$ cat config.mk
export PLATFORM = sky130hd
export DESIGN_NAME = bd_if_multi_flat
export DESIGN_NICKNAME = d
export VERILOG_FILES = /design/src/rtl/bd_if_multi_if.sv /design/src/rtl/bd_if_multi.sv /design/src/flat_wrapper.sv
export SDC_FILE = /design/constraint.sdc
export NUM_CORES = 1
export LEC_CHECK = 0
export CELL_PAD_IN_SITES_DETAIL_PLACEMENT = 0
export CELL_PAD_IN_SITES_GLOBAL_PLACEMENT = 1
export CORE_MARGIN = 2
export CORE_UTILIZATION = 30
export DETAILED_ROUTE_END_ITERATION = 6
export PLACE_DENSITY_LB_ADDON = 0.1
export SYNTH_ARGS = -nofsm -noshare
export SYNTH_HDL_FRONTEND = slang
export SYNTH_SLANG_ARGS = --single-unit
$ cat constraint.sdc
create_clock -name clk -period 2.7 [get_ports clk]
set_input_delay 0.54 -clock clk [delete_from_list [all_inputs] [get_ports clk]]
set_output_delay 0.54 -clock clk [all_outputs]
set_load 0.02 [all_outputs]
$ cat src/rtl/bd_if_multi_if.sv
`default_nettype none
// ============================================================================
//  Module      : bd_if_multi_if
//  Description : Board-side bundle for bd_if_multi. It carries the raw
//                buttons, the per-channel press/release pulses, the key
//                encoder outputs, the LED stretcher and the 7-segment digit.
//  Revision    : 1.0 - initial release
// ============================================================================
interface bd_if_multi_if #(
    parameter int N_BT  = 10,
    parameter int KEY_W = 4
);
    logic [N_BT-1:0]  bt_i;
    logic [N_BT-1:0]  bt_o;
    logic [N_BT-1:0]  bt_rel_o;
    logic             key_vld_o;
    logic [KEY_W-1:0] key_code_o;
    logic             key_long_o;
    logic             key_err_o;
    logic             led_i;
    logic             led_o;
    logic [6:0]       fnd_o;

    // Board / stimulus side: drives the pins, observes the decoded results
    modport master (
        output bt_i, led_i,
        input  bt_o, bt_rel_o, key_vld_o, key_code_o, key_long_o, key_err_o,
               led_o, fnd_o
    );

    // Block side: consumes the pins, produces the decoded results
    modport slave (
        input  bt_i, led_i,
        output bt_o, bt_rel_o, key_vld_o, key_code_o, key_long_o, key_err_o,
               led_o, fnd_o
    );
endinterface
`default_nettype wire

$ cat src/rtl/bd_if_multi.sv
`default_nettype none
// ============================================================================
//  Module      : bd_if_multi
//  Description : Parametrised button front end for the DE0 door lock.
//                Per channel: 2-FF sync, debounce, press/release pulses.
//                Shared: single-press key encoder with multi-press error,
//                long-press detector, registered 7-seg of the last key and
//                a retriggerable LED pulse stretcher.
//  Revision    : 1.0 - initial release
// ============================================================================
module bd_if_multi #(
    parameter int N_BT    = 10,
    parameter int KEY_W   = 4,
    parameter int ACT_LOW = 1,
    parameter int T_DEB   = 1_000_000,
    parameter int DEB_W   = 20,
    parameter int T_LONG  = 50_000_000,
    parameter int LONG_W  = 26,
    parameter int T_LED   = 50_000_000,
    parameter int LED_W   = 26
) (
    input  wire logic         clk,
    input  wire logic         rst,
    bd_if_multi_if.slave      bus
);

    localparam logic [KEY_W-1:0]  c_key_none = '1;
    localparam logic [DEB_W-1:0]  c_deb_last = DEB_W'(T_DEB - 1);
    localparam logic [LONG_W-1:0] c_long_last = LONG_W'(T_LONG - 1);
    localparam logic [LED_W-1:0]  c_led_load = LED_W'(T_LED);
    localparam logic [6:0]        c_fnd_blank = 7'h7F;
    localparam logic [6:0]        c_fnd_dash  = 7'h3F;

    localparam logic [1:0] S_IDLE = 2'd0;
    localparam logic [1:0] S_HOLD = 2'd1;
    localparam logic [1:0] S_DONE = 2'd2;

    logic [N_BT-1:0]   r_sync1;
    logic [N_BT-1:0]   r_sync2;
    logic [N_BT-1:0]   r_stable;
    logic [N_BT-1:0]   r_prev;
    logic [DEB_W-1:0]  r_deb_cnt [N_BT];
    logic [N_BT-1:0]   r_bt_o;
    logic [N_BT-1:0]   r_bt_rel;
    logic              r_key_vld;
    logic              r_key_err;
    logic [KEY_W-1:0]  r_key_code;
    logic [1:0]        r_state;
    logic [LONG_W-1:0] r_long_cnt;
    logic [N_BT-1:0]   r_key_sel;
    logic              r_key_long;
    logic [6:0]        r_fnd;
    logic [LED_W-1:0]  r_led_cnt;

    logic [N_BT-1:0]   w_pin_act;
    logic [N_BT-1:0]   w_press;
    logic [N_BT-1:0]   w_release;
    logic              w_seen;
    logic              w_multi;
    logic              w_single;
    logic [KEY_W-1:0]  w_idx;
    logic              w_held;

    // Polarity is normalised at the pin so the synchroniser's reset value of
    // 0 always means "released"; a button held through reset then debounces
    // like a fresh press instead of producing a phantom edge.
    assign w_pin_act = (ACT_LOW != 0) ? ~bus.bt_i : bus.bt_i;

    // Two-flop synchroniser per channel
    always_ff @(posedge clk) begin
        if (rst) begin
            r_sync1 <= '0;
            r_sync2 <= '0;
        end else begin
            r_sync1 <= w_pin_act;
            r_sync2 <= r_sync1;
        end
    end

    // Debounce: stable follows sync only after T_DEB consecutive disagreeing cycles
    always_ff @(posedge clk) begin
        if (rst) begin
            r_stable <= '0;
            for (int i = 0; i < N_BT; i++) r_deb_cnt[i] <= '0;
        end else begin
            for (int i = 0; i < N_BT; i++) begin
                if (r_sync2[i] == r_stable[i]) begin
                    r_deb_cnt[i] <= '0;
                end else if (r_deb_cnt[i] == c_deb_last) begin
                    r_deb_cnt[i] <= '0;
                    r_stable[i]  <= r_sync2[i];
                end else begin
                    r_deb_cnt[i] <= r_deb_cnt[i] + 1'b1;
                end
            end
        end
    end

    assign w_press   =  r_stable & ~r_prev;
    assign w_release = ~r_stable &  r_prev;

    // Registered press/release pulses
    always_ff @(posedge clk) begin
        if (rst) begin
            r_prev   <= '0;
            r_bt_o   <= '0;
            r_bt_rel <= '0;
        end else begin
            r_prev   <= r_stable;
            r_bt_o   <= w_press;
            r_bt_rel <= w_release;
        end
    end

    // Classify this cycle's presses: none, exactly one (with its index), or several
    always_comb begin
        w_seen  = 1'b0;
        w_multi = 1'b0;
        w_idx   = '0;
        for (int i = 0; i < N_BT; i++) begin
            if (w_press[i]) begin
                w_multi = w_multi | w_seen;
                w_seen  = 1'b1;
                w_idx   = KEY_W'(i);
            end
        end
    end

    assign w_single = w_seen & ~w_multi;

    // Key encoder, aligned with the bt_o pulse
    always_ff @(posedge clk) begin
        if (rst) begin
            r_key_vld  <= 1'b0;
            r_key_err  <= 1'b0;
            r_key_code <= c_key_none;
        end else begin
            r_key_vld <= w_single;
            r_key_err <= w_multi;
            if (w_single) begin
                r_key_code <= w_idx;
            end else if (w_multi) begin
                r_key_code <= c_key_none;
            end
        end
    end

    // The accepted key is tracked as a one-hot mask so no index decode is needed
    assign w_held = |(r_stable & r_key_sel);

    // Long-press FSM: one key_long pulse per press after T_LONG cycles of hold
    always_ff @(posedge clk) begin
        if (rst) begin
            r_state    <= S_IDLE;
            r_long_cnt <= '0;
            r_key_sel  <= '0;
            r_key_long <= 1'b0;
        end else begin
            r_key_long <= 1'b0;
            if (w_single) begin
                r_state    <= S_HOLD;
                r_long_cnt <= '0;
                r_key_sel  <= w_press;
            end else if (w_multi) begin
                r_state    <= S_IDLE;
                r_long_cnt <= '0;
            end else begin
                case (r_state)
                    S_HOLD: begin
                        if (!w_held) begin
                            r_state <= S_IDLE;
                        end else if (r_long_cnt == c_long_last) begin
                            r_key_long <= 1'b1;
                            r_state    <= S_DONE;
                        end else begin
                            r_long_cnt <= r_long_cnt + 1'b1;
                        end
                    end
                    S_DONE: begin
                        if (!w_held) r_state <= S_IDLE;
                    end
                    S_IDLE: begin
                        r_state <= S_IDLE;
                    end
                    default: begin
                        r_state <= S_IDLE;
                    end
                endcase
            end
        end
    end

    function automatic logic [6:0] seg7(input logic [3:0] code);
        logic [6:0] seg;
        case (code)
            4'h0:    seg = 7'h40;
            4'h1:    seg = 7'h79;
            4'h2:    seg = 7'h24;
            4'h3:    seg = 7'h30;
            4'h4:    seg = 7'h19;
            4'h5:    seg = 7'h12;
            4'h6:    seg = 7'h02;
            4'h7:    seg = 7'h78;
            4'h8:    seg = 7'h00;
            4'h9:    seg = 7'h10;
            4'hA:    seg = 7'h08;
            4'hB:    seg = 7'h03;
            4'hC:    seg = 7'h46;
            4'hD:    seg = 7'h21;
            4'hE:    seg = 7'h06;
            default: seg = c_fnd_blank;
        endcase
        return seg;
    endfunction

    // 7-segment digit: follows the encoder one cycle later, dash on error
    always_ff @(posedge clk) begin
        if (rst) begin
            r_fnd <= c_fnd_blank;
        end else if (r_key_vld) begin
            r_fnd <= seg7(r_key_code[3:0]);
        end else if (r_key_err) begin
            r_fnd <= c_fnd_dash;
        end
    end

    // LED stretcher: any high trigger cycle reloads, otherwise count down to 0
    always_ff @(posedge clk) begin
        if (rst) begin
            r_led_cnt <= '0;
        end else if (bus.led_i) begin
            r_led_cnt <= c_led_load;
        end else if (r_led_cnt != '0) begin
            r_led_cnt <= r_led_cnt - 1'b1;
        end
    end

    assign bus.bt_o       = r_bt_o;
    assign bus.bt_rel_o   = r_bt_rel;
    assign bus.key_vld_o  = r_key_vld;
    assign bus.key_code_o = r_key_code;
    assign bus.key_long_o = r_key_long;
    assign bus.key_err_o  = r_key_err;
    assign bus.led_o      = (r_led_cnt != '0);
    assign bus.fnd_o      = r_fnd;

endmodule
`default_nettype wire

$ cat src/flat_wrapper.sv
// flat-port wrapper written by rule: the top's interface ports become plain ports
module bd_if_multi_flat 
#(
    parameter int N_BT    = 10,
    parameter int KEY_W   = 4,
    parameter int ACT_LOW = 1,
    parameter int T_DEB   = 1_000_000,
    parameter int DEB_W   = 20,
    parameter int T_LONG  = 50_000_000,
    parameter int LONG_W  = 26,
    parameter int T_LED   = 50_000_000,
    parameter int LED_W   = 26
)
  (clk, rst, bus_bt_i, bus_led_i, bus_bt_o, bus_bt_rel_o, bus_key_vld_o, bus_key_code_o, bus_key_long_o, bus_key_err_o, bus_led_o, bus_fnd_o);
  bd_if_multi_if #(.N_BT(N_BT), .KEY_W(KEY_W)) bus_i ();
  input  wire logic clk;
  input  wire logic rst;
  input wire logic [$bits(bus_i.bt_i)-1:0] bus_bt_i;
  input wire logic [$bits(bus_i.led_i)-1:0] bus_led_i;
  output wire logic [$bits(bus_i.bt_o)-1:0] bus_bt_o;
  output wire logic [$bits(bus_i.bt_rel_o)-1:0] bus_bt_rel_o;
  output wire logic [$bits(bus_i.key_vld_o)-1:0] bus_key_vld_o;
  output wire logic [$bits(bus_i.key_code_o)-1:0] bus_key_code_o;
  output wire logic [$bits(bus_i.key_long_o)-1:0] bus_key_long_o;
  output wire logic [$bits(bus_i.key_err_o)-1:0] bus_key_err_o;
  output wire logic [$bits(bus_i.led_o)-1:0] bus_led_o;
  output wire logic [$bits(bus_i.fnd_o)-1:0] bus_fnd_o;
  assign bus_i.bt_i = bus_bt_i;
  assign bus_i.led_i = bus_led_i;
  assign bus_bt_o = bus_i.bt_o;
  assign bus_bt_rel_o = bus_i.bt_rel_o;
  assign bus_key_vld_o = bus_i.key_vld_o;
  assign bus_key_code_o = bus_i.key_code_o;
  assign bus_key_long_o = bus_i.key_long_o;
  assign bus_key_err_o = bus_i.key_err_o;
  assign bus_led_o = bus_i.led_o;
  assign bus_fnd_o = bus_i.fnd_o;
  bd_if_multi #(.N_BT(N_BT), .KEY_W(KEY_W), .ACT_LOW(ACT_LOW), .T_DEB(T_DEB), .DEB_W(DEB_W), .T_LONG(T_LONG), .LONG_W(LONG_W), .T_LED(T_LED), .LED_W(LED_W)) u_core (.clk(clk), .rst(rst), .bus(bus_i));
endmodule
* Yosys cells after proc, flatten, opt, wreduce, memory -nomap -nowiden *
Memories as Yosys holds them, arrays and structs flattened. A register that Yosys moved wholly into a read port is not among the register bits.
Index checks and enable logic that the tools add are counted.

cells by class
  add/sub/neg operators = 12
  bitwise gates (word level) = 59
  reduce and logical (&&, ||, !) cells = 21
  muxes and demuxes = 185
  eq/ne operators = 27

operators with widths
  cell                   count
  $mux 20                30
  $add 20x1->20 const B  10
  $eq 20x20->1 const B   10
  $mux 1                 135
  $mux 26                2
  $or 1x1->1             38
  $and 10x10->10         3
  $not 10->10            3
  $add 26x1->26 const B  1
  $eq 26x26->1 const B   1
  $reduce_bool 26->1     1
  $sub 26x1->26 const B  1
  $mux 4                 6
  $reduce_and 2->1       12
  $mux 7                 2
  $not 1->1              14
  $mux 3                 4
  $eq 1x1->1             10
  $mux 2                 5
  $reduce_or 10->1       1
  $reduce_bool 2->1      3
  $ne 5x3->1 const B     1
  $reduce_or 5->1        1
  $ne 4x2->1 const B     1
  9 further kinds        9

storage, ports and cells
  memories kept = 2
  memory bits (read-only) = 112
  RAM bits = 200
  bits in registers = 138

memory list
  memory            depth  bits a word  rd ports  clocked after memory_dff  wr ports  RTL line            RTL
  u_core.r_deb_cnt  10     20           10        0                         10        bd_if_multi.sv:42   logic [DEB_W-1:0] r_deb_cnt [N_BT];
  (no name shown)   16     7            1         1                         0         bd_if_multi.sv:195  case (code)

* Logic depth before layout (Yosys ltp) *
Gate-level depths: netlist (run 1).

  depth in word-level cells = 25
  depth in mapped cells = 11

* Worst setup path before layout (run 1) *
Ideal clock, no wire load.

  kind = register to register
  start point = reg u_core.r_stable[2]
  end point = reg (tool-made name)
  library setup time = 120 ps
  path slack = 3 ps
  data arrival time = 2577 ps
  clock period less this slack = 2697 ps
  buffers on the path = 1
  stages on the path, launching flop included = 11
  cells stage by stage = dfxtp_1 and2b_1 nor4_4 nand2_1 or3_1 buf_2 o22ai_2 inv_1 ha_1 and3_1 a211o_1

RTL lines
  element                          RTL line           RTL
  start, declared                  bd_if_multi.sv:40  logic [N_BT-1:0] r_stable;
  start signal, assigned by index  bd_if_multi.sv:91  r_stable[i] <= r_sync2[i];

* Final worst setup path (run 1) *
  start point = reg u_core.r_led_cnt[19]
  end point = out bus_led_o

on the way
  word-level cells in the longest chain between the ends = 1

RTL lines
  element                 RTL line            RTL
  start, declared         bd_if_multi.sv:53   logic [LED_W-1:0] r_led_cnt;
  start signal, assigned  bd_if_multi.sv:232  r_led_cnt <= c_led_load;
  start signal, assigned  bd_if_multi.sv:234  r_led_cnt <= r_led_cnt - 1'b1;
  $reduce_bool 26->1      bd_if_multi.sv:244  assign bus.led_o = (r_led_cnt != '0);
  end, declared           flat_wrapper.sv:26  output wire logic [$bits(bus_i.led_o)-1:0] bus_led_o;

No other way between the ends.

==> results of run 1 <==
==> per-layer routing <==
metal | vias to the layer above | part of all wire, % | track usage, %
met5 | - | 0 | 0
met4 | 0 | 2.4 | 4.32
met3 | 51 | 4.2 | 2.87
met2 | 109 | 44 | 19.7
met1 | 5303 | 50 | 17.1
li1 | 5925 | - | -
==> cell usage after synthesis, drive strengths merged, types with 10 or more instances <==
master and count:
nand3 101, and3 41, edfxtp 200, nor4 30
nand4 36, nor3 33, nand2b 12, o21ai 27
xnor2 97, xor2 127, nor2b 45, nor2 308
clkbuf 32, nand2 121, nor4b 10, buf 10
nor3b 15, a21oi 32, mux2i 16, or3 27
inv 31, ha 18, dfxtp 145
==> layout make-up <==
type	instances	area share [%]
clock inverter	13	0.325
sequential	345	44.5
tap	696	4.35
timing repair buffer	100	4.52
inverter	31	0.581
clock buffer	66	7.04
multi-input combinational	1367	38.7
==> cells in the final DEF (no fill, tap or decap), types with 31 or more instances in the layout <==
| cell type | synthesis | layout |
|---|---|---|
| nor2_1 | 307 | 307 |
| edfxtp_1 | 200 | 200 |
| conb_1 | 1 | 200 |
| dfxtp_1 | 145 | 143 |
| xor2_1 | 127 | 127 |
| nand2_1 | 121 | 120 |
| nand3_1 | 101 | 101 |
| xnor2_1 | 97 | 97 |
| buf_4 | 1 | 51 |
| clkbuf_16 | 0 | 49 |
| nor2b_1 | 45 | 45 |
| clkdlybuf4s50_1 | 0 | 45 |
| and3_1 | 41 | 41 |
| nand4_1 | 34 | 34 |
| inv_1 | 31 | 31 |
| a21oi_1 | 31 | 31 |
| nor3_1 | 31 | 31 |
==> flip-flops by register name, summed over array words and instances (netlist names), 7 cells and up, named ones only <==
name / flops
u_core.bus.bt_o: 10
u_core.bus.bt_rel_o: 10
u_core.bus.fnd_o: 7
u_core.r_deb_cnt: 200
u_core.r_key_sel: 10
u_core.r_led_cnt: 26
u_core.r_long_cnt: 26
u_core.r_prev: 10
u_core.r_stable: 10
u_core.r_sync1: 10
u_core.r_sync2: 10
==> through the flow <==
step                util [%]  std cells  area [µm²]  hold slack, ns
global placement        34.5       2537       18500           0.419
floorplan                  -       1785       16900           0.406
CTS                     37.3       2616       20000           0.396
finish                  37.4       2618       20000           0.427
detailed placement      34.5       2537       18500           0.431
global route            37.4       2618       20000           0.435
==> power by group <==
part / internal, mW / total (mW) / switching [mW]
combinational: 0.223 / 0.512 / 0.290
clock: 3.59 / 5.87 / 2.28
sequential: 5.74 / 5.90 / 0.165
==> tightest hold or removal path, delay by kind of cell <==
family / cells / cell delay [ns]
AND/OR/NAND/NOR: 1 / 0.05
buffers and inverters: 2 / 0.33
==> what timing repair did <==
action / in CTS / in global routing
pin swaps: 1 / 4
endpoints found under the setup margin: 1 / 3
hold endpoints to repair: 0 / 0
hold buffers: 0 / 0
setup buffers: 0 / 2
resized for setup: 4 / 9
==> worst paths after layout <==
kind                        start                end  slack, ns  depth (start not counted)
max          u_core.r_led_cnt[19]          bus_led_o       0.07                          4
min                           rst  u_core.r_sync1[0]       0.43                          3
max reg2reg      u_core.r_prev[2]               flop       0.18                         11
min reg2reg     u_core.r_sync1[5]  u_core.r_sync2[5]       0.43                          1
==> kinds of logic (layout without fill, tap and decap cells) <==
family                     Yosys count  count (layout)
AOI/OAI and AO/OA                   98              98
xor gates and xnor gates           224             224
muxes                               18              18
adders and majority gates           18              18
buffers and inverters               73             210
DFF                                345             345
and+or+nand+nor                    809             809
other                                1             200
==> summary.md, run 1 <==
| Metric | Value |
|---|---|
| Setup crit start kind | flop |
| Area of the multi-input gates | 7760 µm² |
| Final setup fails | 0 |
| Status | finished, final reports clean |
| Routed WL | 34.4 mm |
| Flop and latch count out of synthesis | 345 |
| Final layout net count | 1919 |
| Worst Path Arrival | 2.09 ns |
| Min cycle time layout | 2.63 ns |
| Ys async rst share | 0% |
| YS warnings | 0 |
| Largest area contributor in the netlist | edfxtp_1 |
| Dominant synthesized flop cell | edfxtp_1 |
| # diodes | 0 |
| Tot GR Track Use | 12.6% |
| Max FO, Critical Path | 4 |
| Post-DP HPWL | 24.2 mm |
| Clk pin slew, worst setup/hold paths | 0.06 ns |
| Max clock buf depth | 3 |
| CTS tree | yes |
| PortBufs | 47 |
| Max_cap viols | 0 |
| PnR Total Power | 12.3 mW |
| Simple-gate share of the synthesized area | 24.7% |
| Post-synthesis xor/xnor area fraction | 12.1% |
| Via density | 4.35 |
| Endpoints failing hold | 0 |
| Die Wd | 236 µm |
| Global-route congestion overflow total | 0 |
| P_leak | 7.26 nW |
| Crit share post-route | 97.5% |
| Slew Viols, Final | 0 |
| First-pass GRT wire length | 57.6 mm |
| RSZ-0062 raised after global routing | true |
| Critical path class | reg -> out |
| Max Clk Rate | 380 MHz |
| Data required time at the worst endpoint | 2.16 ns |
| Synth area leaders | edfxtp_1 37%, dfxtp_1 18%, nor2_1 7.1%, xor2_1 6.9%, xnor2_1 5.3% |
| Largest family of logic cells by synthesized area | simple AND/OR/NAND/NOR gates |
| DRC viols | 0 |
| GP Congestion | 0.759 |
| TritonCTS Sinks | 345 |
| Worst VDD drop | 365 µV |
| Worst-Margin Slew | 0.856 ns |
| Largest net degree at the start of global routing | 43 |
| Critical Path End Type | output pin |
| FP Rows | 85 |
| Filler instances | 5497 |
| CTS buffer count | 43 |
| Via count | 11400 |
| Top Ports | 48 |
| Clk_skew | 0.0160 ns |
| Slew HR | 42.5% |
| 1st-pass router iterations | 4 |
| Die height | 236 µm |
| WL/cell | 13.1 µm |
| Synth-to-Final Area Change | 23.9% |
| Crit path max-delay family | simple AND/OR/NAND/NOR gates |
| Synthesized instance count | 1586 |
| Post-synthesis sequential area ratio | 55.1% |
| Mapped Avg Cell Area | 10.2 µm² |
| Synth Area in Adders | 1.39% |
| Crit-path max cell delay | 0.57 ns |
| Vias in the first global route | 11200 |
| CP Buf/Inv Count | 1 |
| Setup TNS | 0 ns |
| Worst setup margin | 0.0683 ns |
| Sequential cell area | 8910 µm² |
| DR iter-0 viols | 428 |
| Share of cells above drive strength 1 | 8.32% |
| Antenna violations before repair | 0 |
| Mux contribution to synthesized area | 1.13% |
| Post-Syn Area | 16200 µm² |
| CP max stage cell | or4_4 |
| Die Area | 55800 µm² |
| Pre-CTS setup slack | 0.0793 ns |
| CORE AREA | 53600 µm² |
| HP Class | in -> reg |
| Share of the synthesized area in the top cell type | 37.1% |
| Pwr/cell area | 613 nW/µm² |
| Clock latency on the worst-skew pair | 0.56 ns |
| Compound-Gate Fraction of Synth Area | 3.80% |
| Initial core utilization | 30.2% |
| Antenna-violating nets left | 0 |
| H-tree levels | 2 |
| Crit path cell chain | or4_4 -> nor4b_4 -> nand4_2 -> buf_6 |
| Root buf cell | clkbuf_16 |
| Post-synth EDFFs | 200 |
| Yosys cell types | 64 |
(Power assumes the default switching activity.)
==> inputs of run 2 (changes only) <==
--- a/config.mk
+++ b/config.mk
@@ -10,6 +10,7 @@
 export CORE_MARGIN = 2
 export CORE_UTILIZATION = 30
 export DETAILED_ROUTE_END_ITERATION = 6
+export HOLD_SLACK_MARGIN = 0.08
 export PLACE_DENSITY_LB_ADDON = 0.1
 export SYNTH_ARGS = -nofsm -noshare
 export SYNTH_HDL_FRONTEND = slang
==> results of run 2 <==
Final layout, timing and power as in run 1 (identical DEF).
